### src/rtl/fifo_wr_arbiter_pkg.sv
// -----------------------------------------------------------------------------
// fifo_wr_arb_pkg
// Shared types and helpers for the fifo_wr_arbiter slice.
//   arb_state_e : arbiter FSM encoding (IDLE, GRANT)
//   STAT_W      : width of the optional statistics counters
//   STAT_SAT    : saturation value of the statistics counters
//   next_rr()   : cyclic priority search over a padded valid vector
// No ports (package).
// -----------------------------------------------------------------------------
package fifo_wr_arb_pkg;

  typedef enum logic [0:0] {
    IDLE  = 1'b0,
    GRANT = 1'b1
  } arb_state_e;

  localparam int STAT_W = 16;
  localparam logic [STAT_W-1:0] STAT_SAT = 16'hFFFF;

  // Search is always done over the largest legal requester count; unused
  // upper lanes are zero, which makes a 16-way wrap equivalent to a
  // NUM_REQ-way wrap for any start index below NUM_REQ.
  localparam int MAX_REQ   = 16;
  localparam int MAX_IDX_W = 4;

  // Burst counter width, large enough for MAX_BURST up to 255.
  localparam int BURST_W = 8;

  typedef struct packed {
    logic                 found;
    logic [MAX_IDX_W-1:0] idx;
  } rr_result_t;

  // First set bit of valid_vec found walking upward from start_idx with wrap.
  function automatic rr_result_t next_rr(input logic [MAX_REQ-1:0]   valid_vec,
                                         input logic [MAX_IDX_W-1:0] start_idx);
    rr_result_t           res;
    logic [MAX_IDX_W-1:0] pos;
    res.found = 1'b0;
    res.idx   = '0;
    for (int i = 0; i < MAX_REQ; i++) begin
      pos = start_idx + MAX_IDX_W'(i);
      if (!res.found && valid_vec[pos]) begin
        res.found = 1'b1;
        res.idx   = pos;
      end
    end
    return res;
  endfunction

endpackage

### src/rtl/fifo_wr_arbiter_if.sv
// -----------------------------------------------------------------------------
// fifo_wr_arbiter_if
// Bundles the producer streams, the fifo_sync write port and the status
// outputs of fifo_wr_arbiter.
//   i_req_valid / i_req_data / o_req_ready : NUM_REQ producer streams
//   o_grant     : one-hot registered grant
//   o_fifo_wr / o_fifo_data / i_fifo_full  : fifo_sync write side
//   o_busy      : a grant is active
//   o_beat_cnt / o_stall_cnt : statistics, only with FIFO_WR_ARB_STATS_EN
// Modports:
//   slave  : the arbiter itself
//   master : the environment (producers and the FIFO) facing the arbiter
// -----------------------------------------------------------------------------
interface fifo_wr_arbiter_if
  import fifo_wr_arb_pkg::*;
#(
  parameter int DATA_WIDTH = 8,
  parameter int NUM_REQ    = 4
);

  logic [NUM_REQ-1:0]            i_req_valid;
  logic [NUM_REQ*DATA_WIDTH-1:0] i_req_data;
  logic [NUM_REQ-1:0]            o_req_ready;
  logic [NUM_REQ-1:0]            o_grant;
  logic                          o_fifo_wr;
  logic [DATA_WIDTH-1:0]         o_fifo_data;
  logic                          i_fifo_full;
  logic                          o_busy;
`ifdef FIFO_WR_ARB_STATS_EN
  logic [NUM_REQ*STAT_W-1:0]     o_beat_cnt;
  logic [STAT_W-1:0]             o_stall_cnt;
`endif

  modport slave (
    input  i_req_valid,
    input  i_req_data,
    input  i_fifo_full,
    output o_req_ready,
    output o_grant,
    output o_fifo_wr,
    output o_fifo_data,
`ifdef FIFO_WR_ARB_STATS_EN
    output o_beat_cnt,
    output o_stall_cnt,
`endif
    output o_busy
  );

  modport master (
    output i_req_valid,
    output i_req_data,
    output i_fifo_full,
    input  o_req_ready,
    input  o_grant,
    input  o_fifo_wr,
    input  o_fifo_data,
`ifdef FIFO_WR_ARB_STATS_EN
    input  o_beat_cnt,
    input  o_stall_cnt,
`endif
    input  o_busy
  );

endinterface

### src/rtl/fifo_wr_arbiter_rr_pick.sv
// -----------------------------------------------------------------------------
// rr_pick
// Combinational cyclic priority search: returns the first set bit of i_valid
// at or after i_start, wrapping modulo NUM_REQ.
//   i_valid  [NUM_REQ]   candidate vector
//   i_start  [REQ_IDX_W] index searched first
//   o_found              any candidate present
//   o_onehot [NUM_REQ]   one-hot of the winner (zero when none)
//   o_idx    [REQ_IDX_W] binary index of the winner
// -----------------------------------------------------------------------------
module rr_pick
  import fifo_wr_arb_pkg::*;
#(
  parameter int NUM_REQ   = 4,
  parameter int REQ_IDX_W = $clog2(NUM_REQ)
) (
  input  logic [NUM_REQ-1:0]   i_valid,
  input  logic [REQ_IDX_W-1:0] i_start,
  output logic                 o_found,
  output logic [NUM_REQ-1:0]   o_onehot,
  output logic [REQ_IDX_W-1:0] o_idx
);

  logic [MAX_REQ-1:0]   valid_pad_s;
  logic [MAX_IDX_W-1:0] start_pad_s;
  rr_result_t           pick_s;

  // Zero-pad to the package search width and run the search.
  always_comb begin
    valid_pad_s                = '0;
    valid_pad_s[NUM_REQ-1:0]   = i_valid;
    start_pad_s                = '0;
    start_pad_s[REQ_IDX_W-1:0] = i_start;
    pick_s                     = next_rr(valid_pad_s, start_pad_s);
  end

  // Decode the winning index to one-hot.
  always_comb begin
    o_onehot = '0;
    for (int k = 0; k < NUM_REQ; k++) begin
      o_onehot[k] = pick_s.found && (pick_s.idx == MAX_IDX_W'(k));
    end
  end

  assign o_found = pick_s.found;
  assign o_idx   = pick_s.idx[REQ_IDX_W-1:0];

endmodule

### src/rtl/fifo_wr_arbiter.sv
// -----------------------------------------------------------------------------
// fifo_wr_arbiter
// Round-robin arbiter sharing one fifo_sync write port between NUM_REQ
// valid/ready producers. A grant is held for at most MAX_BURST accepted beats
// and every write is gated by the FIFO full flag.
// Ports:
//   i_clk  : clock, rising edge
//   i_rst  : asynchronous active-high reset
//   bus    : fifo_wr_arbiter_if.slave (producer streams, FIFO write port,
//            grant, busy, optional statistics)
// Parameters: DATA_WIDTH, NUM_REQ (2..16), MAX_BURST (1..255).
// Optional feature macro: FIFO_WR_ARB_STATS_EN adds per-requester saturating
// beat counters (o_beat_cnt) and a full-stall counter (o_stall_cnt).
// -----------------------------------------------------------------------------
module fifo_wr_arbiter
  import fifo_wr_arb_pkg::*;
#(
  parameter int DATA_WIDTH = 8,
  parameter int NUM_REQ    = 4,
  parameter int MAX_BURST  = 4
) (
  input logic              i_clk,
  input logic              i_rst,
  fifo_wr_arbiter_if.slave bus
);

  localparam int REQ_IDX_W = $clog2(NUM_REQ);
  localparam logic [REQ_IDX_W-1:0] LAST_IDX   = REQ_IDX_W'(NUM_REQ - 1);
  localparam logic [BURST_W-1:0]   BURST_LAST = BURST_W'(MAX_BURST - 1);

  localparam logic [0:0] ST_IDLE  = IDLE;
  localparam logic [0:0] ST_GRANT = GRANT;

  logic [0:0]            state_r;
  logic [NUM_REQ-1:0]    grant_r;
  logic [REQ_IDX_W-1:0]  gidx_r;
  logic [REQ_IDX_W-1:0]  last_r;
  logic [BURST_W-1:0]    cnt_r;

  logic                  in_grant_s;
  logic                  g_valid_s;
  logic                  beat_s;
  logic                  last_beat_s;
  logic                  release_s;
  logic [REQ_IDX_W-1:0]  base_idx_s;
  logic [REQ_IDX_W-1:0]  start_idx_s;
  logic [NUM_REQ-1:0]    pick_vec_s;
  logic                  found_s;
  logic [NUM_REQ-1:0]    pick_onehot_s;
  logic [REQ_IDX_W-1:0]  pick_idx_s;
  logic [DATA_WIDTH-1:0] data_sel_s;

  // Handshake and release decode for the current grantee.
  always_comb begin
    // Reset gating makes an in-flight beat vanish the moment reset asserts.
    in_grant_s  = (state_r == ST_GRANT) && !i_rst;
    g_valid_s   = |(bus.i_req_valid & grant_r);
    beat_s      = in_grant_s && g_valid_s && !bus.i_fifo_full;
    last_beat_s = beat_s && (cnt_r == BURST_LAST);
    release_s   = in_grant_s && (last_beat_s || !g_valid_s);
  end

  // Search origin and candidate set. A forced hand-off masks the grantee so
  // it waits behind everyone else; a valid-drop already excludes it.
  always_comb begin
    if (in_grant_s) begin
      base_idx_s = gidx_r;
    end else begin
      base_idx_s = last_r;
    end
    if (base_idx_s == LAST_IDX) begin
      start_idx_s = '0;
    end else begin
      start_idx_s = base_idx_s + REQ_IDX_W'(1);
    end
    if (last_beat_s) begin
      pick_vec_s = bus.i_req_valid & ~grant_r;
    end else begin
      pick_vec_s = bus.i_req_valid;
    end
  end

  rr_pick #(
    .NUM_REQ   (NUM_REQ),
    .REQ_IDX_W (REQ_IDX_W)
  ) u_pick (
    .i_valid  (pick_vec_s),
    .i_start  (start_idx_s),
    .o_found  (found_s),
    .o_onehot (pick_onehot_s),
    .o_idx    (pick_idx_s)
  );

  // Arbitration state, grant register, hand-off pointer and burst counter.
  always_ff @(posedge i_clk or posedge i_rst) begin
    if (i_rst) begin
      state_r <= ST_IDLE;
      grant_r <= '0;
      gidx_r  <= '0;
      last_r  <= LAST_IDX;
      cnt_r   <= '0;
    end else begin
      case (state_r)
        ST_IDLE: begin
          if (found_s) begin
            state_r <= ST_GRANT;
            grant_r <= pick_onehot_s;
            gidx_r  <= pick_idx_s;
            cnt_r   <= '0;
          end else begin
            state_r <= ST_IDLE;
            grant_r <= '0;
          end
        end
        ST_GRANT: begin
          if (release_s) begin
            last_r <= gidx_r;
            cnt_r  <= '0;
            if (found_s) begin
              // Back-to-back hand-off, no idle bubble.
              state_r <= ST_GRANT;
              grant_r <= pick_onehot_s;
              gidx_r  <= pick_idx_s;
            end else begin
              state_r <= ST_IDLE;
              grant_r <= '0;
            end
          end else if (beat_s) begin
            cnt_r <= cnt_r + BURST_W'(1);
          end else begin
            // Full stall or waiting: grant and count held.
            cnt_r <= cnt_r;
          end
        end
        default: begin
          state_r <= ST_IDLE;
          grant_r <= '0;
          cnt_r   <= '0;
        end
      endcase
    end
  end

  // Data of the granted requester, selected by the one-hot grant.
  always_comb begin
    data_sel_s = '0;
    for (int k = 0; k < NUM_REQ; k++) begin
      data_sel_s = data_sel_s |
                   (grant_r[k] ? bus.i_req_data[k*DATA_WIDTH +: DATA_WIDTH]
                               : {DATA_WIDTH{1'b0}});
    end
  end

  // Port drive: ready, strobe and data follow the registered grant directly
  // so the FIFO write lands in the same cycle as the producer handshake.
  always_comb begin
    if (in_grant_s && !bus.i_fifo_full) begin
      bus.o_req_ready = grant_r;
    end else begin
      bus.o_req_ready = '0;
    end
    if (in_grant_s) begin
      bus.o_fifo_data = data_sel_s;
    end else begin
      bus.o_fifo_data = '0;
    end
    bus.o_fifo_wr = beat_s;
  end

  assign bus.o_grant = grant_r;
  assign bus.o_busy  = in_grant_s;

`ifdef FIFO_WR_ARB_STATS_EN
  logic [NUM_REQ*STAT_W-1:0] beat_cnt_r;
  logic [STAT_W-1:0]         stall_cnt_r;
  logic                      stall_s;

  assign stall_s = in_grant_s && g_valid_s && bus.i_fifo_full;

  // Saturating per-requester accepted-beat counters and full-stall counter.
  always_ff @(posedge i_clk or posedge i_rst) begin
    if (i_rst) begin
      beat_cnt_r  <= '0;
      stall_cnt_r <= '0;
    end else begin
      for (int k = 0; k < NUM_REQ; k++) begin
        if (beat_s && grant_r[k] && (beat_cnt_r[k*STAT_W +: STAT_W] != STAT_SAT)) begin
          beat_cnt_r[k*STAT_W +: STAT_W] <= beat_cnt_r[k*STAT_W +: STAT_W] + STAT_W'(1);
        end else begin
          beat_cnt_r[k*STAT_W +: STAT_W] <= beat_cnt_r[k*STAT_W +: STAT_W];
        end
      end
      if (stall_s && (stall_cnt_r != STAT_SAT)) begin
        stall_cnt_r <= stall_cnt_r + STAT_W'(1);
      end else begin
        stall_cnt_r <= stall_cnt_r;
      end
    end
  end

  assign bus.o_beat_cnt  = beat_cnt_r;
  assign bus.o_stall_cnt = stall_cnt_r;
`endif

endmodule

### src/flat_wrapper.sv
// flat-port wrapper written by rule: the top's interface ports become plain ports
module fifo_wr_arbiter_flat import fifo_wr_arb_pkg::*;
#(
  parameter int DATA_WIDTH = 8,
  parameter int NUM_REQ    = 4,
  parameter int MAX_BURST  = 4
)
  (i_clk, i_rst, bus_i_req_valid, bus_i_req_data, bus_i_fifo_full, bus_o_req_ready, bus_o_grant, bus_o_fifo_wr, bus_o_fifo_data, bus_o_busy);
  fifo_wr_arbiter_if #(.DATA_WIDTH(DATA_WIDTH), .NUM_REQ(NUM_REQ)) bus_i ();
  input logic i_clk;
  input logic i_rst;
  input wire logic [$bits(bus_i.i_req_valid)-1:0] bus_i_req_valid;
  input wire logic [$bits(bus_i.i_req_data)-1:0] bus_i_req_data;
  input wire logic [$bits(bus_i.i_fifo_full)-1:0] bus_i_fifo_full;
  output wire logic [$bits(bus_i.o_req_ready)-1:0] bus_o_req_ready;
  output wire logic [$bits(bus_i.o_grant)-1:0] bus_o_grant;
  output wire logic [$bits(bus_i.o_fifo_wr)-1:0] bus_o_fifo_wr;
  output wire logic [$bits(bus_i.o_fifo_data)-1:0] bus_o_fifo_data;
  output wire logic [$bits(bus_i.o_busy)-1:0] bus_o_busy;
  assign bus_i.i_req_valid = bus_i_req_valid;
  assign bus_i.i_req_data = bus_i_req_data;
  assign bus_i.i_fifo_full = bus_i_fifo_full;
  assign bus_o_req_ready = bus_i.o_req_ready;
  assign bus_o_grant = bus_i.o_grant;
  assign bus_o_fifo_wr = bus_i.o_fifo_wr;
  assign bus_o_fifo_data = bus_i.o_fifo_data;
  assign bus_o_busy = bus_i.o_busy;
  fifo_wr_arbiter #(.DATA_WIDTH(DATA_WIDTH), .NUM_REQ(NUM_REQ), .MAX_BURST(MAX_BURST)) u_core (.i_clk(i_clk), .i_rst(i_rst), .bus(bus_i));
endmodule
### config.mk
export PLATFORM = sky130hd
export DESIGN_NAME = fifo_wr_arbiter_flat
export DESIGN_NICKNAME = d
export VERILOG_FILES = /design/src/rtl/fifo_wr_arbiter_pkg.sv /design/src/rtl/fifo_wr_arbiter_if.sv /design/src/rtl/fifo_wr_arbiter_rr_pick.sv /design/src/rtl/fifo_wr_arbiter.sv /design/src/flat_wrapper.sv
export SDC_FILE = /design/constraint.sdc
export NUM_CORES = 1
export LEC_CHECK = 0
export CORE_ASPECT_RATIO = 0.9
export CORE_MARGIN = 2
export CORE_UTILIZATION = 31
export CTS_BUF_LIST = sky130_fd_sc_hd__clkbuf_8
export DETAILED_ROUTE_END_ITERATION = 6
export PLACE_DENSITY = 0.57
export SLEW_MARGIN = 25
export SYNTH_ARGS = -nofsm -noshare
export SYNTH_HDL_FRONTEND = slang
export SYNTH_SLANG_ARGS = --single-unit
### constraint.sdc
create_clock -name i_clk -period 8.25 [get_ports i_clk]
set_input_delay 1.2375 -clock i_clk [delete_from_list [all_inputs] [get_ports i_clk]]
set_output_delay 1.2375 -clock i_clk [all_outputs]
set_load 0.01 [all_outputs]
# ---- After elaboration in Yosys (flattened, before gate mapping)
# Index checks and enable logic that the tools add are counted.
dict set report totals {
  regBits 17
  input_bits 39
  out_inout_bits 18
  word_cells 171
}
dict set report op_classes {
  add_sub_neg 17
  magnitude_cmp 16
  n_eq_ne 8
  muxes 70
  bitwise_logic 7
  reduce_logical 48
}
# op count
set ops {}
lappend ops {{2-to-1 mux 5 bit} 16}
lappend ops {{2-to-1 mux 8 bit} 8}
lappend ops {{binary-select mux 1 bit (select 4 bit)} 15}
lappend ops {{less-than comparator 4 x 5 -> 1 bit, second input constant} 12}
lappend ops {{logical AND 1 bit} 25}
lappend ops {{bitwise OR 8 bit} 3}
lappend ops {{zero test 1 bit} 18}
lappend ops {{2-to-1 mux 1 bit} 18}
lappend ops {{adder 2 x 3 -> 4 bit, second input constant} 4}
lappend ops {{adder 2 x 4 -> 4 bit, second input constant} 4}
lappend ops {{2-to-1 mux 4 bit} 4}
lappend ops {{one-hot mux 8 bit (2 select lines)} 1}
lappend ops {{less-than comparator 3 x 5 -> 1 bit, second input constant} 3}
lappend ops {{adder 3 x 3 -> 4 bit, second input constant} 2}
lappend ops {{adder 8 x 1 -> 8 bit, second input constant} 1}
lappend ops {{bitwise AND 4 bit} 2}
lappend ops {{== test 4 x 2 -> 1 bit, second input constant} 2}
lappend ops {{== test 8 x 2 -> 1 bit, second input constant} 1}
lappend ops {{2-to-1 mux 2 bit} 4}
lappend ops {{one-hot mux 4 bit (2 select lines)} 1}
lappend ops {{adder 2 x 2 -> 3 bit, second input constant} 2}
lappend ops {{less-than comparator 2 x 5 -> 1 bit, second input constant} 1}
lappend ops {{adder 3 x 1 -> 4 bit, second input constant} 1}
lappend ops {{adder 3 x 2 -> 4 bit, second input constant} 1}
lappend ops {{15 further kinds} 17}

# ---- Logic depth before layout (Yosys ltp)
# Gate-level depths: netlist of the first run.
dict set report depth {
  ltp_word 59
  mapped_depth 12
}

# ---- Cells and area by module
# Synthesis of the first run repeated with hierarchy kept, for this count alone.
dict set report hier_totals {
  hier_cells 188
  hier_area_um2 1612.8
}
# mod n_inst cells_per_inst area_per_inst_um2 seq_area_each_um2
set by_module_without_submodules {}
lappend by_module_without_submodules {fifo_wr_arbiter 1 128 1147.4 427.9}
lappend by_module_without_submodules {rr_pick 1 60 465.4 0.0}

# ---- Worst setup path after synthesis of the first run
# OpenSTA, ideal clock, no wires.
dict set report synth_path {
  kind {input -> register}
  from {input port i_rst}
  to {register u_core.gidx_r[1]}
  setup_time_ns 0.125
  t_arrival_ns 3.566
  required_ns 8.125
  setup_slack_ns 4.560
  cell_stages 10
  n_path_buf 1
  path_cell_list {nand2b_2 -> inv_2 -> mux2i_2 -> inv_2 -> ha_1 -> buf_1 -> and2_1 -> or4b_1 -> o211a_2 -> mux2_2}
}
dict set report synth_via {
  elab_chain_cells 57
}
# element line_no
set synth_rtl {}
lappend synth_rtl {{start: declaration} flat_wrapper.sv:11} ;# input logic i_rst;
lappend synth_rtl {{zero test 1 bit *} fifo_wr_arbiter.sv:56} ;# in_grant_s = (state_r == ST_GRANT) && !i_rst;
lappend synth_rtl {{logical AND 1 bit *} fifo_wr_arbiter.sv:56}
lappend synth_rtl {{via bus_o_busy} flat_wrapper.sv:19} ;# output wire logic [$bits(bus_i.o_busy)-1:0] bus_o_busy;
lappend synth_rtl {{parallel branches: the longest is 55 deep, another holds adder 2 x 1 -> 3 bit} -}
lappend synth_rtl {{end signal: assignment} fifo_wr_arbiter.sv:108} ;# gidx_r <= pick_idx_s;
lappend synth_rtl {{end signal: assignment} fifo_wr_arbiter.sv:123} ;# gidx_r <= pick_idx_s;
lappend synth_rtl {{end: declaration} fifo_wr_arbiter.sv:36} ;# logic [REQ_IDX_W-1:0] gidx_r;
# Mark *: on every way through the listed nets, which the timed path passes. The select of a mux whose other input is x is not followed.
# A chain may end at the register's enable or synchronous reset.

# ---- Worst setup path in the final report of the first run
dict set report layout_path {
  from {input port bus_i_req_valid[0]}
  to {output port bus_o_fifo_wr}
}
dict set report layout_via {
  elab_chain_cells 4
}
# element line_no
set layout_rtl {}
lappend layout_rtl {{start: declaration} flat_wrapper.sv:12} ;# input wire logic [$bits(bus_i.i_req_valid)-1:0] bus_i_req_valid;
lappend layout_rtl {{bitwise AND 4 bit} fifo_wr_arbiter.sv:57} ;# g_valid_s = |(bus.i_req_valid & grant_r);
lappend layout_rtl {{OR reduction 4 bit} fifo_wr_arbiter.sv:57}
lappend layout_rtl {{logical AND 1 bit (2 in series)} fifo_wr_arbiter.sv:58} ;# beat_s = in_grant_s && g_valid_s && !bus.i_fifo_full;
lappend layout_rtl {{end: declaration} flat_wrapper.sv:17} ;# output wire logic [$bits(bus_i.o_fifo_wr)-1:0] bus_o_fifo_wr;
# Every way passes these cells.

==> results.cfg, run 1 <==
[placed_design]
place.gp.congestion = 0.840
post-dp-hpwl_um = 3870
pre_cts_slack_ps = 3740
io_buffers = 56

[logic_synthesis]
ys_async_sr_fraction_pct = 100
yosysTopAreaCell = dfrtp_1
synth-seq-cells = 17
ys.warnings.count = 0
synthTopCellsByArea = dfrtp_1, a22oi_1, a21oi_1, nand2_1, dfstp_2
synth_ff_type = dfrtp_1
synthTopCellsByCount = a22oi_1, a21oi_1, dfrtp_1, nand2_1, nor2_1
synthesis.area_um2 = 1680
syn-mean-instance-area_um2 = 8.91
synth.top_cell.area_share_pct = 22.4
syn_nets = 230
syn_inst = 188
seq_area_frac_synth_pct = 25.5
ys_types = 63
synth-edff-count = 0
synth_most_common_cell = a22oi_1

[clock_tree]
ctsHoldBuffers = 0
clockBufferDepth = 2
clock_latency_ps = 250
htreeDepth = 1
cts_tree = done
post_cts_buffers = 0
ctsResizeCount = 0
clk_pin_slew_ps = 60
cts_num_sinks = 17
cts_root_buffer = clkbuf_8
cts_buffers = 3

[setup_path]
path_max_fanout = 6
critPathBufInv = 2
cp.arrival_ps = 3120
crit_chain = clkdlybuf4s50_1 > a22o_1 > or2_2 > and2_1 > clkdlybuf4s50_1
start_kind = primary input
crit_type = primary input to primary output
critPathTopFamily = buffers and inverters
crit_path_end_kind = primary output
crit_path_frequent_cell = clkdlybuf4s50_1
crit_slowest_cell = clkdlybuf4s50_1
cp.required_ps = 7010
slowest_delay_ps = 510

[drt]
vias = 1642
wl_per_cell_um = 16.4
drc = 0
drtAntennaViolNets = 0
via_per_inst = 5.35
finalWirelength_um = 5040
first_pass_iters = 4
drtIter0Drc = 72

[sta]
fin_crit_ps = 4360
timing.final.crit_share_pct = 52.8
worst_slew_pin_slew_ps = 631
timing.final.hold_violations = 0
setup_viol = 0
max_freq_mhz = 229
setup_tns_ps = 0
rsz0062_at_grt = no
fin_worst_skew_ps = 1.15
relSlewSlack_pct = 57.9
drv_slew = 0
finalWorstSetupSlack_ps = 3890

[global_routing]
grt_max_degree = 18
grt_overflow = 0
track_usage_pct = 16.6
antenna_found_initial = 0
grt_pass1_vias = 1572
grt_pass1_wl_um = 7770

[final_layout]
diodes = 0
area_growth_syn_to_layout_pct = 39.3
final_nets = 283
drive_gt1_share_pct = 15.8

[floorplanning]
die_x_um = 81.5
die-area_um2 = 6010
initial_utilization_pct = 32.1
die_y_um = 73.7
ios = 57
rows = 25
coreArea_um2 = 5220

[flow_run]
maxCapViolCount = 0

[power]
p_leak_nw = 0.849
ir_worst_vdd_uv = 133
powerDensity_nw_per_um2 = 262

[status]
status = finished clean

[worst_hold_path]
hp-class = flop to flop
[where the power goes]
group | internal (mW) | total, mW | switching, mW
Combinational | 0.190 | 0.395 | 0.205
Clock | 0.0330 | 0.0601 | 0.0271
Sequential | 0.108 | 0.156 | 0.0482
[cell families (layout without fill, tap and decap cells)]
logic type / Yosys count / count (layout) / synth area share (%)
AOI/OAI and AO/OA: 70 / 70 / 33.6
and+or+nand+nor: 66 / 66 / 23.7
DFF: 17 / 17 / 25.5
buffers and inverters: 14 / 66 / 3.36
muxes: 11 / 11 / 7.84
xor gates and xnor gates: 7 / 7 / 3.66
adders and majority gates: 3 / 3 / 2.24
[cell usage in the layout, fill, tap and decap left out, drive strengths merged, types with 4 or more instances in the layout]
| cell | instances |
|---|---|
| xnor2 | 6 |
| nand2 | 15 |
| mux2 | 5 |
| clkdlybuf4s50 | 56 |
| dfrtp | 15 |
| a22oi | 16 |
| nor2 | 11 |
| o21ai | 8 |
| mux2i | 6 |
| o31ai | 4 |
| nor3 | 6 |
| nand3 | 6 |
| a21oi | 16 |
| and2 | 7 |
| nand2b | 4 |
| inv | 7 |
[metrics by stage]
stage / utilization [%] / cell area (um^2) / hold slack [ps] / instances / total power [mW]
2_1_floorplan: - / 1680 / 492 / 188 / 0.423
3_3_place_gp: 43.8 / 2290 / 507 / 303 / 0.554
3_5_place_dp: 43.8 / 2290 / 518 / 303 / 0.551
4_1_cts: 44.7 / 2330 / 532 / 307 / 0.614
5_1_grt: 44.7 / 2330 / 568 / 307 / 0.662
6_report: 44.7 / 2330 / 531 / 307 / 0.611
[sequential cells by signal, indices dropped and copies added (netlist names)]
register / count
u_core.last_r: 2
u_core.bus.o_grant: 4
u_core.cnt_r: 8
u_core.state_r: 1
u_core.gidx_r: 2
[per-layer routing]
layer,global-route usage (%),up-vias,part of all wire [%]
met5,0,-,0
met4,1.69,0,0.24
met3,5.04,3,11
met2,26.7,64,42
met1,22.7,754,46
li1,-,821,-
[layout make-up]
class,count,area (um^2)
clock buffers,3,41.3
clock inverters,1,3.75
fillers,512,2890
inverters,6,25.0
multi-input cells,157,1190
flip-flops and latches,17,428
well taps,67,83.8
repair buffers,56,561
[final timing paths]
path,slack (ps),end,cells past startpoint,startpoint
hold reg to reg,530,u_core.cnt_r[1],1,u_core.cnt_r[1]
setup reg to reg,5120,u_core.gidx_r[1],9,u_core.state_r
hold / removal,530,u_core.cnt_r[1],1,u_core.cnt_r[1]
max in group asynchronous,6330,u_core.cnt_r[5],2,i_rst
setup / recovery,3890,bus_o_fifo_wr,5,bus_i_req_valid[0]
min in group asynchronous,1510,u_core.cnt_r[0],2,i_rst
(Power assumes the default switching activity.)
==> inputs of run 2 (changes only) <==
--- a/config.mk
+++ b/config.mk
@@ -10,7 +10,7 @@
 export CORE_UTILIZATION = 31
 export CTS_BUF_LIST = sky130_fd_sc_hd__clkbuf_8
 export DETAILED_ROUTE_END_ITERATION = 6
-export PLACE_DENSITY = 0.57
+export PLACE_DENSITY = 0.59
 export SLEW_MARGIN = 25
 export SYNTH_ARGS = -nofsm -noshare
 export SYNTH_HDL_FRONTEND = slang
==> constraint.sdc (replaced) <==
create_clock -name i_clk -period 3.7 [get_ports i_clk]
set_input_delay 0.555 -clock i_clk [delete_from_list [all_inputs] [get_ports i_clk]]
set_output_delay 0.555 -clock i_clk [all_outputs]
set_load 0.01 [all_outputs]
==> run 2 against run 1 <==
Cell count is 3.9% higher. First-iteration DRC count rose by 19%. Core utilization is 1.7 points higher. Non-clock buffer count up 12. Critical path depth grew 5. Worst hold slack lost 1.6 ps. Via count grew 5.7%. Sequential share of layout area fell by 0.69 points. Register-to-register slack worse by 4300 ps. Die area is the same. Design area up 3.9%.
==> results.cfg, run 2 (synthesized netlist as in run 1, its figures left out) <==
[clock_tree]
clockBufferDepth = 2
ctsHoldBuffers = 0
cts_num_sinks = 17
ctsResizeCount = 0
htreeDepth = 1
clock_latency_ps = 250
cts_buffers = 3
post_cts_buffers = 0
cts_root_buffer = clkbuf_8
clk_pin_slew_ps = 70
cts_tree = done

[setup_path]
reg2reg_depth = 8
slowest_delay_ps = 540
r2r_start = u_core.bus.o_grant[2]
crit_path_frequent_cell = mux2_2
cp.arrival_ps = 3260
start_kind = primary input
cp.required_ps = 3840
crit_chain = clkdlybuf4s50_1 > nand2b_2 > a21o_4 > inv_4 > mux2_2 > o21ai_2 > o221ai_2 > or4b_1 > o211a_2 > mux2_2
crit_type = primary input to flop
crit_slowest_cell = or4b_1
crit_path_end_kind = flop
crit_path_start = i_rst
path_max_fanout = 6

[sta]
setup_tns_ps = 0
relSlewSlack_pct = 56.9
max_freq_mhz = 321
rsz0062_at_grt = no
fin_crit_ps = 3120
setup_viol = 0
worst_slew_pin_slew_ps = 646
timing.final.crit_share_pct = 84.2
drv_slew = 0
fin_worst_skew_ps = 2.12
timing.final.hold_violations = 0

[placed_design]
io_buffers = 56
post-dp-hpwl_um = 3950
placed_area_um2 = 2380
place.gp.congestion = 0.901

[global_routing]
grt_max_degree = 18
track_usage_pct = 16.8
grt_pass1_vias = 1572
grt_overflow = 0
antenna_found_initial = 0
grt_pass1_wl_um = 7850

[floorplanning]
die-area_um2 = 6010
initial_utilization_pct = 32.1
ios = 57
die_x_um = 81.5
coreArea_um2 = 5220
die_y_um = 73.7
rows = 25

[final_layout]
top_register = u_core.cnt_r
fin_area_um2 = 2420
fillers = 518
largest_reg_flops = 8
area_growth_syn_to_layout_pct = 44.7
final_cell_mix = clkdlybuf4s50_1, a22oi_1, nand2_1, a21oi_1, dfrtp_1
ff_latch_area_um2 = 428
multi_input_area_um2 = 1190
layout_commonest_cell = clkdlybuf4s50_1
drive_gt1_share_pct = 20.2
final_nets = 295
diodes = 0

[drt]
first_pass_iters = 4
drtIter0Drc = 86
wl_per_cell_um = 16.1
drc = 0
via_per_inst = 5.44
vias = 1735
drtAntennaViolNets = 0
finalWirelength_um = 5120

[status]
status = finished clean

[power]
powerDensity_nw_per_um2 = 591
ir_worst_vdd_uv = 284
p_leak_nw = 0.906

[flow_run]
maxCapViolCount = 0

[worst_hold_path]
hold_path_startpoint = u_core.cnt_r[1]
min_path_cells = 1
hp-class = flop to flop
-- run 2: critical path, delay by kind of cell --
family	cells	cell delay, ps
and+or+nand+nor	2	780
AOI/OAI and AO/OA	4	760
muxes	2	630
buffers and inverters	2	530
-- run 2: power breakdown --
part	switching (mW)	leakage (nW)	internal, mW
registers	0.0608	0.217	0.241
logic	0.516	0.664	0.475
clock network	0.0653	0.0255	0.0747
-- run 2: per-layer routing --
metal	vias to the layer above	share of wire, %	global-route usage, %
met5	-	0	0
met2	84	43	27.1
met3	10	12	4.42
met1	793	43	22.1
li1	848	-	-
met4	0	1.3	4.33
-- run 2: through the flow --
stage / utilization, % / total power, mW / hold slack (ps) / std cells / worst slack [ps]
final: 46.4 / 1.43 / 529 / 319 / 583
after global placement: 45.5 / 1.29 / 511 / 315 / 374
after detailed placement: 45.5 / 1.29 / 511 / 315 / 342
after CTS: 46.4 / 1.43 / 527 / 319 / 598
after floorplan: - / 0.943 / 480 / 188 / 692
after global routing: 46.4 / 1.54 / 560 / 319 / 438
-- run 2: final timing paths --
check,end,slack (ps)
worst max-delay path,u_core.gidx_r[1],580
min in group asynchronous,u_core.cnt_r[0],880
max in group asynchronous,u_core.cnt_r[4],2410
worst min register to register,u_core.cnt_r[1],530
worst max register to register,u_core.gidx_r[1],830
worst min-delay path,u_core.cnt_r[1],530
-- run 2: area by class of cell --
cell class	instances	share of cell area, %
Inverter	6	1.03
Multi-Input combinational cell	157	49.1
Tap cell	67	3.46
Clock buffer	3	1.70
Clock inverter	1	0.206
Timing Repair Buffer	68	26.8
Sequential cell	17	17.6
==> inputs of run 3 (changes only) <==
==> constraint.sdc (replaced) <==
create_clock -name i_clk -period 2.6 [get_ports i_clk]
set_input_delay 0.39 -clock i_clk [delete_from_list [all_inputs] [get_ports i_clk]]
set_output_delay 0.39 -clock i_clk [all_outputs]
set_load 0.01 [all_outputs]
==> run 3 against run 2 <==
Design area up 22%. Clock power increased by 39%. Global-route usage grew 2.9 points. Power increased by 78%. Die area stayed put. Clock skew is 0.54 ps higher. Critical path type unchanged. Critical endpoint unchanged. Worst hold slack better by 19 ps. First-iteration DRC count down 34%. The flow now finishes with violations (negative setup slack). Wire length increased by 14%.
==> results.cfg, run 3 (synthesized netlist as in run 1, its figures left out) <==
[floorplanning]
die-area_um2 = 6010
rows = 25
ios = 57
die_y_um = 73.7
coreArea_um2 = 5220
die_x_um = 81.5
initial_utilization_pct = 32.1

[final_layout]
area_growth_syn_to_layout_pct = 76.1
drive_gt1_share_pct = 38.1
final_cell_mix = buf_4, clkdlybuf4s50_1, a22oi_1, a21oi_1
diodes = 0
finalNonFillerCells = 374
fillers = 491
final_nets = 350
layout_commonest_cell = buf_4
largest_reg_flops = 8
top_register = u_core.cnt_r

[setup_path]
slowest_delay_ps = 540
crit_path_end_kind = flop
critPathTopFamily = simple AND/OR/NAND/NOR gates
crit_chain = clkdlybuf4s50_1 > nor3b_4 > o2111ai_4 > a31oi_4 > nor3_2 > buf_4 > or4b_4 > o211a_4 > mux2_2
crit_slowest_cell = or4b_4
start_kind = primary input
cp.arrival_ps = 2790
cp.required_ps = 2740
critPathBufInv = 2
crit_type = primary input to flop
path_max_fanout = 5

[placed_design]
post-dp-hpwl_um = 4500
place.gp.congestion = 0.960
pre_cts_slack_ps = -608
io_buffers = 56
place_inst = 364

[clock_tree]
cts_buffers = 3
clockBufferDepth = 2
cts_tree = done
cts_num_sinks = 17
clk_pin_slew_ps = 60
clock_latency_ps = 250
ctsHoldBuffers = 0
htreeDepth = 1
cts_root_buffer = clkbuf_8

[sta]
timing.final.hold_violations = 0
finalWorstSetupSlack_ps = -54.5
worst_slew_pin_slew_ps = 654
rsz0062_at_grt = yes
max_freq_mhz = 377
fin_crit_ps = 2650
drv_slew = 0
fin_worst_skew_ps = 2.66
timing.final.crit_share_pct = 102
setup_viol = 3
relSlewSlack_pct = 56.4

[global_routing]
track_usage_pct = 19.6
antenna_found_initial = 0
grt_overflow = 0
grt_max_degree = 18
grt_pass1_vias = 1907
grt_pass1_wl_um = 9180

[drt]
drtIter0Drc = 57
vias = 1925
drtAntennaViolNets = 0
wl_per_cell_um = 15.6
first_pass_iters = 4
drc = 0
via_per_inst = 5.15
finalWirelength_um = 5830

[flow_run]
maxCapViolCount = 0

[power]
ir_worst_vdd_uv = 373
powerDensity_nw_per_um2 = 862
power_mw = 2.54
p_leak_nw = 1.23

[worst_hold_path]
hp-class = primary input to asynchronous set/reset pin

[status]
violations = negative setup slack
status = complete, but fails checks
## run 3: cell count changes in the layout (fill, tap and decap cells not counted), sizes merged
cell,delta
dlygate4sd2,+5
buf,+55
clkdlybuf4s50,-6
dlymetal6s2s,+1
## run 3: cell type report
cell class / count / area, um^2 / area share [%]
Clock buffer: 3 / 41.3 / 1.40
Sequential cell: 17 / 429 / 14.5
Timing Repair Buffer: 123 / 1080 / 36.6
Tap cell: 67 / 83.8 / 2.84
Inverter: 6 / 27.5 / 0.933
Clock inverter: 1 / 5.00 / 0.170
Multi-Input combinational cell: 157 / 1280 / 43.5
## run 3: repair_timing
item | in CTS | in global routing
hold endpoints to repair | 0 | 0
setup endpoints to repair | 14 | 13
pin swaps | 8 | 9
resized for setup | 15 | 11
setup buffers | 2 | 4
## run 3: metrics by stage
| step | TNS [ps] | utilization, % | cell area (um^2) | hold slack (ps) |
|---|---|---|---|---|
| after floorplan | 0 | - | 1690 | 315 |
| after global placement | -5060 | 52.8 | 2760 | 581 |
| after detailed placement | -5710 | 52.8 | 2760 | 578 |
| after CTS | -39.5 | 54.6 | 2850 | 564 |
| after global routing | -1320 | 56.5 | 2950 | 635 |
| final | -96.5 | 56.5 | 2950 | 548 |
## run 3: worst paths after layout
| kind | end | startpoint | slack [ps] | cells past startpoint |
|---|---|---|---|---|
| worst max register to register | u_core.gidx_r[1] | u_core.state_r | -40 | 9 |
| max in group asynchronous | u_core.state_r | i_rst | 1600 | 3 |
| worst max-delay path | u_core.gidx_r[1] | bus_i_fifo_full | -50 | 9 |
| min in group i_clk | u_core.gidx_r[1] | u_core.gidx_r[1] | 600 | 1 |
| worst min-delay path | u_core.cnt_r[1] | i_rst | 550 | 3 |
| worst min register to register | u_core.gidx_r[1] | u_core.gidx_r[1] | 600 | 1 |
## run 3: worst reg2reg max path, delay by kind of cell, from the launching register on
family                 cells  cell delay, ps
AOI/OAI and AO/OA          3             570
buffers and inverters      1              90
DFF                        1             460
muxes                      2             570
and+or+nand+nor            3             840
## run 3: where the power goes
group | total [mW] | internal [mW] | switching (mW) | leakage, nW
Combinational | 1.95 | 1.03 | 0.915 | 0.983
Sequential | 0.400 | 0.345 | 0.0553 | 0.217
Clock | 0.195 | 0.106 | 0.0883 | 0.0255
Total | 2.54 | 1.49 | 1.06 | 1.22
## run 3: metal layers
metal / vias up / wire length, um / global-route usage, %
met3: 8 / 410 / 3.32
met2: 59 / 2610 / 30.9
met1: 900 / 2730 / 28.2
met5: - / 0 / 0
met4: 0 / 78 / 4.14
li1: 958 / - / -
